===== src/rtl/control.sv =====
`default_nettype none
// +----------------------------------------------------------------------------+
// | Module      : control                                                      |
// | Description : VeriRISC 8-phase instruction sequencer and strobe decoder.   |
// | Revision    : 1.0                                                          |
// +----------------------------------------------------------------------------+

package typedefs;
  typedef enum logic [2:0] {
    HLT = 3'd0, SKZ = 3'd1, ADD = 3'd2, AND = 3'd3,
    XOR = 3'd4, LDA = 3'd5, STO = 3'd6, JMP = 3'd7
  } opcode_t;

  typedef enum logic [2:0] {
    INST_ADDR  = 3'd0, INST_FETCH = 3'd1, INST_LOAD = 3'd2, IDLE  = 3'd3,
    OP_ADDR    = 3'd4, OP_FETCH   = 3'd5, ALU_OP    = 3'd6, STORE = 3'd7
  } state_t;
endpackage

module control
  import typedefs::*;
#(
  parameter bit HALT_STICKY = 1'b1
) (
  input  logic    clk,
  input  logic    rst_,
  input  opcode_t opcode,
  input  logic    zero,
  output logic    mem_rd,
  output logic    load_ir,
  output logic    halt,
  output logic    inc_pc,
  output logic    load_ac,
  output logic    load_pc,
  output logic    mem_wr
);

  state_t r_state;
  state_t w_next_state;
  logic   r_halted;
  logic   w_halt_now;
  logic   w_aluop;

  always_ff @(posedge clk or negedge rst_) begin
    if (!rst_) begin
      r_state  <= INST_ADDR;
      r_halted <= 1'b0;
    end else begin
      r_state  <= w_next_state;
      r_halted <= r_halted | w_halt_now;
    end
  end

  always_comb begin
    w_next_state = INST_ADDR;
    w_halt_now   = 1'b0;
    mem_rd       = 1'b0;
    load_ir      = 1'b0;
    halt         = 1'b0;
    inc_pc       = 1'b0;
    load_ac      = 1'b0;
    load_pc      = 1'b0;
    mem_wr       = 1'b0;
    w_aluop      = (opcode == ADD) || (opcode == AND) ||
                   (opcode == XOR) || (opcode == LDA);

    if (r_halted) begin
      // Frozen in OP_ADDR: only halt is driven so the PC cannot advance.
      w_next_state = OP_ADDR;
      halt         = 1'b1;
    end else begin
      case (r_state)
        INST_ADDR: begin
          w_next_state = INST_FETCH;
        end
        INST_FETCH: begin
          w_next_state = INST_LOAD;
          mem_rd       = 1'b1;
        end
        INST_LOAD: begin
          w_next_state = IDLE;
          mem_rd       = 1'b1;
          load_ir      = 1'b1;
        end
        IDLE: begin
          w_next_state = OP_ADDR;
          mem_rd       = 1'b1;
          load_ir      = 1'b1;
        end
        OP_ADDR: begin
          inc_pc = 1'b1;
          halt   = (opcode == HLT);
          if (HALT_STICKY && (opcode == HLT)) begin
            w_next_state = OP_ADDR;
            w_halt_now   = 1'b1;
          end else begin
            w_next_state = OP_FETCH;
          end
        end
        OP_FETCH: begin
          w_next_state = ALU_OP;
          mem_rd       = w_aluop;
        end
        ALU_OP: begin
          w_next_state = STORE;
          mem_rd       = w_aluop;
          load_ac      = w_aluop;
          inc_pc       = (opcode == SKZ) && zero;
          load_pc      = (opcode == JMP);
        end
        STORE: begin
          w_next_state = INST_ADDR;
          mem_rd       = w_aluop;
          load_ac      = w_aluop;
          inc_pc       = (opcode == JMP);
          load_pc      = (opcode == JMP);
          mem_wr       = (opcode == STO);
        end
        default: begin
          w_next_state = INST_ADDR;
        end
      endcase
    end
  end

endmodule
`default_nettype wire


===== config.mk =====
export PLATFORM = sky130hd
export DESIGN_NAME = control
export DESIGN_NICKNAME = d
export VERILOG_FILES = /design/src/rtl/control.sv
export SDC_FILE = /design/constraint.sdc
export NUM_CORES = 1
export LEC_CHECK = 0
export ABC_AREA = 1
export BUFFER_PORTS_ARGS = -buffer_cell sky130_fd_sc_hd__buf_2
export CORE_AREA = 2 2 39 41
export CTS_BUF_LIST = sky130_fd_sc_hd__clkbuf_4 sky130_fd_sc_hd__clkbuf_8
export DETAILED_ROUTE_END_ITERATION = 8
export DIE_AREA = 0 0 41 43
export PLACE_DENSITY_LB_ADDON = 0.08
export SETUP_SLACK_MARGIN = 0.02
export SYNTH_ARGS = -nofsm -noshare
export SYNTH_HDL_FRONTEND = slang
export SYNTH_SLANG_ARGS = --single-unit

===== constraint.sdc =====
create_clock -name clk -period 0.9 [get_ports clk]
set_input_delay 0.09 -clock clk [delete_from_list [all_inputs] [get_ports clk]]
set_output_delay 0.09 -clock clk [all_outputs]
set_load 0.02 [all_outputs]

==> summary.txt, run 1 <==
Placement
  • Placed Cells: 78
  • Gpl congestion: around 0.75
  • DPL Wire Length: 663 um
  • Post-Place Setup Slack: -0.214 ns
  • Port Buffer Count: 12

Yosys
  • Post-Syn Area: 278 um^2
  • Most area-hungry cell type in the Yosys netlist: dfrtp_1
  • Area contributors post-synth: dfrtp_1 (36%), nand2_1 (16%), nand3_1 (9.0%), inv_1 (8.1%), nor2_1 (8.1%)
  • Yosys warns: 0
  • Post-Synthesis Cells: 42
  • Synth top area share: 36.0%
  • Sequential share of the synthesized area: 36.0%
  • Cell variety after synth: 12
  • Syn nets: 48
  • Syn avg cell area: 6.61 um^2
  • #FFs+latches synth: 4

STA
  • Setup Viol. Count Final: 11
  • Max Clock Skew: about 0.00054 ns
  • Worst hold margin: roughly 0.19 ns
  • Slew Limit Fails: 0
  • FMAX: 774 MHz
  • Hold Fails Final Rpt: 0
  • Final critical-path share of the clock period: 144%
  • Final worst slack: -0.392 ns
  • Minimum clock period: roughly 1.3 ns
  • Worst slew pin tran: roughly 0.42 ns
  • RSZ-0062 raised after global routing: true
  • Total Neg Setup Slack: -3.11 ns
  • Relative slew slack: 71.8%

Outcome
  • Outcome: complete, but fails checks
  • Failing checks: setup timing

Detailed routing
  • DR vias/cell: 4.10
  • 1st-pass router iterations: 2
  • Total Wirelength: 841 um
  • Antenna viol nets, final: 0
  • Post-route DRC: 0
  • 1st-iter DRT viols: 1
  • Wire per inst: 9.56 um
  • Via count: 361

Global routing
  • Largest net degree at the start of global routing: 7
  • Vias in the first global route: 341
  • Remaining Overflow, GRT: 0
  • Tot GR Track Use: 10.5%
  • Global-route wire length before repair: around 1.2 mm
  • Initial antenna violation count: 0

Layout
  • Most common cell after layout, fill and taps aside: buf_4
  • Layout area overhead: 124%
  • # diodes: 0
  • Fin nets: 80
  • Share of post-route cells with drive strength above 1: 66.7%
  • Filler cells: 145
  • Most frequent cells in the layout: buf_4 (11), buf_6 (10), nand2_1 (9)
  • Non-Filler Instances: 88

Floorplan
  • Overall die width: 41 um
  • Core area: 1380 um^2
  • Die ar.: roughly 1800 um^2
  • Die span in y: 43 um
  • Cell Rows: 14
  • Initial core utilization: between 20% and 30%
  • IO Pins: 13

Worst hold path
  • Worst Hold Class: in -> async

Clocking
  • Reg clk slew, reported paths: around 0.04 ns
  • Clk_lat worst skew: 0.23 ns
  • Clk root buf: clkbuf_4
  • CTS max path bufs: 2
  • TritonCTS clock tree: built
  • TritonCTS buffer count: 3
  • Number of H-tree levels: 1
  • # clock sinks: 4

Critical path
  • Crit-path max FO: 3
  • CP Data Required Time: about 0.8 ns
  • CP startpoint kind: flop
  • Worst Reg2Reg Path Length in Cells: 8
  • Crit path kind: reg -> out
  • Crit. End Element: primary output
  • Arr. time, crit path: 1.20 ns

Power and ir drop
  • Leakage power: 0.303 nW
  • Pwr per Cell Area: 713 nW/um^2
  • Maximum vdd drop: 0.565 mV

Job
  • Max Cap Viol: 0
[metal layers]
layer	wire length, um	GRT usage, %
met1	352	10.2
met2	446	19.1
met3	42	1.57
met4	0	6.00
met5	0	0
[report_power, final]
group          internal, mW  leakage (nW)  switching (mW)
clock                 0.149        0.0138          0.0653
combinational        0.0197         0.245          0.0299
sequential            0.181        0.0438               0
total                 0.349         0.303          0.0953
[cells by family after synthesis]
group	after synthesis	share of synthesized area, %
buffers and inverters	6	8.11
DFF	4	36.0
AOI/OAI and AO/OA	4	7.65
and+or+nand+nor	27	45.0
xor gates and xnor gates	1	3.15
[Yosys cell counts]
library cell,n
nand2_1,12
nand3_1,5
nor2_2,2
nor3_2,2
dfrtp_1,4
xnor2_1,1
nor2_1,6
inv_1,6
o21ai_0,1
a21oi_1,1
o21ai_1,1
a31oi_1,1
[registers in the layout (all words and copies together) (netlist names)]
signal and cells:
r_halted 1, r_state 3
[final timing paths]
check | slack [ns] | end | startpoint
worst max-delay path | -0.39 | halt | r_state[2]$_DFF_PN0_
worst min-delay path | 0.19 | r_state[2]$_DFF_PN0_ | rst_
worst max register to register | -0.35 | r_halted$_DFF_PN0_ | r_state[2]$_DFF_PN0_
worst min register to register | 0.64 | r_state[1]$_DFF_PN0_ | r_state[0]$_DFF_PN0_
max in group asynchronous | 0.58 | r_state[1]$_DFF_PN0_ | rst_
min in group clk | 0.27 | r_state[0]$_DFF_PN0_ | opcode[0]
[metrics by stage]
step                util [%]  power (mW)  area, um^2
floorplan                  -       0.207         323
global placement        33.5       0.231         463
detailed placement      33.5       0.231         463
CTS                     43.6       0.456         603
global route            45.0       0.480         623
finish                  45.0       0.445         623
[critical path, cell delays in order (launching register included)]
cell and delay (ns):
dfrtp_1 0.40, inv_2 0.07, nor2_4 0.13, nand3_2 0.09, o21ai_4 0.15, buf_6 0.13
[timing repair]
action,in CTS,in global routing
resized for setup,25,4
hold buffers,1,0
hold endpoints to repair,4,0
pin swaps,3,4
buffers inserted,5,3
setup endpoints to repair,11,11
[cell type report]
type / count / area, um^2 / area share [%]
clock buffers: 3 / 22.5 / 3.61
inverters: 6 / 22.5 / 3.61
multi-input cells: 32 / 226 / 36.3
flip-flops and latches: 4 / 101 / 16.3
well taps: 16 / 20.0 / 3.21
repair buffers: 27 / 230 / 36.9
Power figures use the tool's default switching activity.
==> run 2, diff against run 1 <==
clock period = 1.2 ns   (was 0.9 ns; I/O delays follow)
==> run 2 against run 1 <==
  * The run still ends with setup timing left
  * Sequential power fell by 25%
  * Via count rose by 1.9%
  * Register-to-register slack improved by 0.53 ns
  * Final cell count fell by 4.5%
  * Clock-buffer cell count did not move
  * First-iteration DRC count rose by 100%
  * Non-clock buffer count fell by 4
  * Clock power fell by 25%
  * Setup slack improved by 0.28 ns
  * Power fell by 26%
  * Core utilization fell by 5.3 points
==> summary.txt, run 2 (synthesized netlist as in run 1, its figures left out) <==
Layout
  • Fin nets: 76 (was 80)
  • # diodes: 0 (unchanged)
  • Most common cell after layout, fill and taps aside: buf_4 (unchanged)
  • Fin area: 549 um^2 (was 623 um^2)
  • Max reg flops: 3 (unchanged)
  • Regs by FF count: r_state: 3 flops, r_halted: 1 flops (unchanged)
  • Most frequent cells in the layout: buf_4 (12), nand2_1 (9), inv_2 (5), buf_2 (5), buf_6 (5) (was buf_4 (11), buf_6 (10), nand2_1 (9))
  • Share of post-route cells with drive strength above 1: 63.2% (was 66.7%)
  • Layout area overhead: 97.7% (was 124%)
  • Biggest register: r_state (unchanged)

Global routing
  • Remaining Overflow, GRT: 0 (unchanged)
  • Initial antenna violation count: 0 (unchanged)
  • Largest net degree at the start of global routing: 7 (unchanged)
  • Tot GR Track Use: 10.7% (was 10.5%)
  • Global-route wire length before repair: 1.24 mm (unchanged)
  • Vias in the first global route: 306 (was 341)

Critical path
  • Crit-path max FO: 6 (was 3)
  • CP Data Required Time: 1.08 ns (was 0.81 ns)
  • Arr. time, crit path: 1.19 ns (was 1.20 ns)
  • CP max stage cell: dfrtp_2 (was dfrtp_1)
  • Crit. End Element: primary output (unchanged)
  • Kind of cell adding the most delay to the critical path: flip-flops (unchanged)
  • Slowest stage delay, CP: 0.44 ns (was 0.40 ns)
  • Crit path kind: reg -> out (unchanged)
  • Worst-path cell chain: nor2_4 -> nand3_2 -> o21ai_2 -> buf_6 (was inv_2 -> nor2_4 -> nand3_2 -> o21ai_4 -> buf_6)
  • Buf+Inv Stages, Crit Path: 1 (was 2)
  • CP startpoint kind: flop (unchanged)

Floorplan
  • Cell Rows: 14 (unchanged)
  • Die ar.: 1760 um^2 (unchanged)
  • Initial core utilization: 20.1% (unchanged)
  • IO Pins: 13 (unchanged)
  • Die span in y: 43 um (unchanged)
  • Overall die width: 41 um (unchanged)
  • Core area: 1380 um^2 (unchanged)

Clocking
  • TritonCTS buffer count: 3 (unchanged)
  • # clock sinks: 4 (unchanged)
  • Number of H-tree levels: 1 (unchanged)
  • Reg clk slew, reported paths: 0.04 ns (about the same)
  • Clk root buf: clkbuf_4 (unchanged)
  • Clk_lat worst skew: 0.23 ns (about the same)
  • TritonCTS clock tree: built (unchanged)
  • CTS max path bufs: 2 (unchanged)

STA
  • Minimum clock period: 1.31 ns
  • Max Clock Skew: 0.00190 ns (was 0.000539 ns)
  • Slew Limit Fails: 0 (unchanged)
  • Hold Fails Final Rpt: 0 (unchanged)
  • Worst slew pin tran: 0.252 ns (was 0.420 ns)
  • Final critical-path share of the clock period: 109%
  • Final worst slack: -0.110 ns (was -0.392 ns)
  • Relative slew slack: 83.1% (was 71.8%)
  • RSZ-0062 raised after global routing: true (unchanged)
  • Worst hold margin: 0.227 ns (was 0.193 ns)
  • Setup Viol. Count Final: 7 (was 11)
  • FMAX: 763 MHz

Outcome
  • Failing checks: setup timing (unchanged)
  • Outcome: complete, but fails checks (unchanged)

Detailed routing
  • Met1 wire length: 368 um (was 352 um)
  • Total Wirelength: 847 um (was 841 um)
  • Antenna viol nets, final: 0 (unchanged)
  • 1st-iter DRT viols: 2 (was 1)
  • Via count: 368 (was 361)
  • Post-route DRC: 0 (unchanged)
  • WL met2: 428 um (was 446 um)
  • DR vias/cell: 4.38 (was 4.10)
  • 1st-pass router iterations: 4 (was 2)
  • Met3 Wirelength: 50 um (was 42 um)
  • Wire per inst: 10.1 um (was 9.56 um)
  • Uppermost routed layer: met3 (unchanged)

Power and ir drop
  • Maximum vdd drop: 0.409 mV (was 0.565 mV)
  • Design Power: 0.330 mW (was 0.445 mW)
  • Pwr per Cell Area: 602 nW/um^2 (was 713 nW/um^2)
  • Leakage power: 0.276 nW (was 0.303 nW)

Worst hold path
  • Worst Hold Class: in -> async (unchanged)

Placement
  • Post-DP Area: 380 um^2 (was 463 um^2)
  • Post-Place Setup Slack: 0.0630 ns (was -0.214 ns)
  • Gpl congestion: 0.748 (was 0.752)
  • DPL Wire Length: 583 um (was 663 um)
  • Port Buffer Count: 12 (unchanged)

Job
  • Max Cap Viol: 0 (unchanged)
## run 2: area by class of cell
type / count / area, um^2
Fill cell: 152 / 835
Multi-Input combinational cell: 32 / 201
Timing Repair Buffer: 23 / 181
Sequential cell: 4 / 101
Clock buffer: 3 / 22.5
Inverter: 6 / 22.5
Tap cell: 16 / 20.0
## run 2: metrics by stage
| stage | std cells | utilization, % | TNS (ns) |
|---|---|---|---|
| after floorplan | 42 | - | 0 |
| after global placement | 73 | 27.5 | 0 |
| after detailed placement | 73 | 27.5 | 0 |
| after CTS | 80 | 34.8 | -0.600 |
| after global routing | 84 | 39.7 | -1.00 |
| final | 84 | 39.7 | -0.405 |
## run 2: power breakdown
group          internal (mW)  switching [mW]
Combinational         0.0148          0.0186
Clock                  0.112          0.0498
Sequential             0.136               0
Total                  0.262          0.0685
## run 2: what timing repair did
action	4_1_cts	5_1_grt
setup endpoints to repair	7	7
buffers inserted	3	4
pin swaps	4	4
hold buffers	1	0
endpoints found under the hold margin	4	0
resized for setup	20	10
## run 2: path summary, 6_finish.rpt
check                                      from                   end  slack (ns)  cells after the start
max                        r_state[1]$_DFF_PN0_                  halt       -0.11                      4
min                                        rst_    r_halted$_DFF_PN0_        0.23                      2
max reg2reg                  r_halted$_DFF_PN0_    r_halted$_DFF_PN0_        0.18                      5
min reg2reg                r_state[0]$_DFF_PN0_    r_halted$_DFF_PN0_        0.67                      2
max in group asynchronous                  rst_  r_state[1]$_DFF_PN0_        0.84                      2
min in group clk                      opcode[0]  r_state[0]$_DFF_PN0_        0.32                      3
## run 2: metal layers
layer / up-vias / GRT usage, %
li1: 189 / -
met1: 166 / 14.8
met2: 13 / 14.4
met3: 0 / 1.57
met4: 0 / 8.00
met5: - / 0
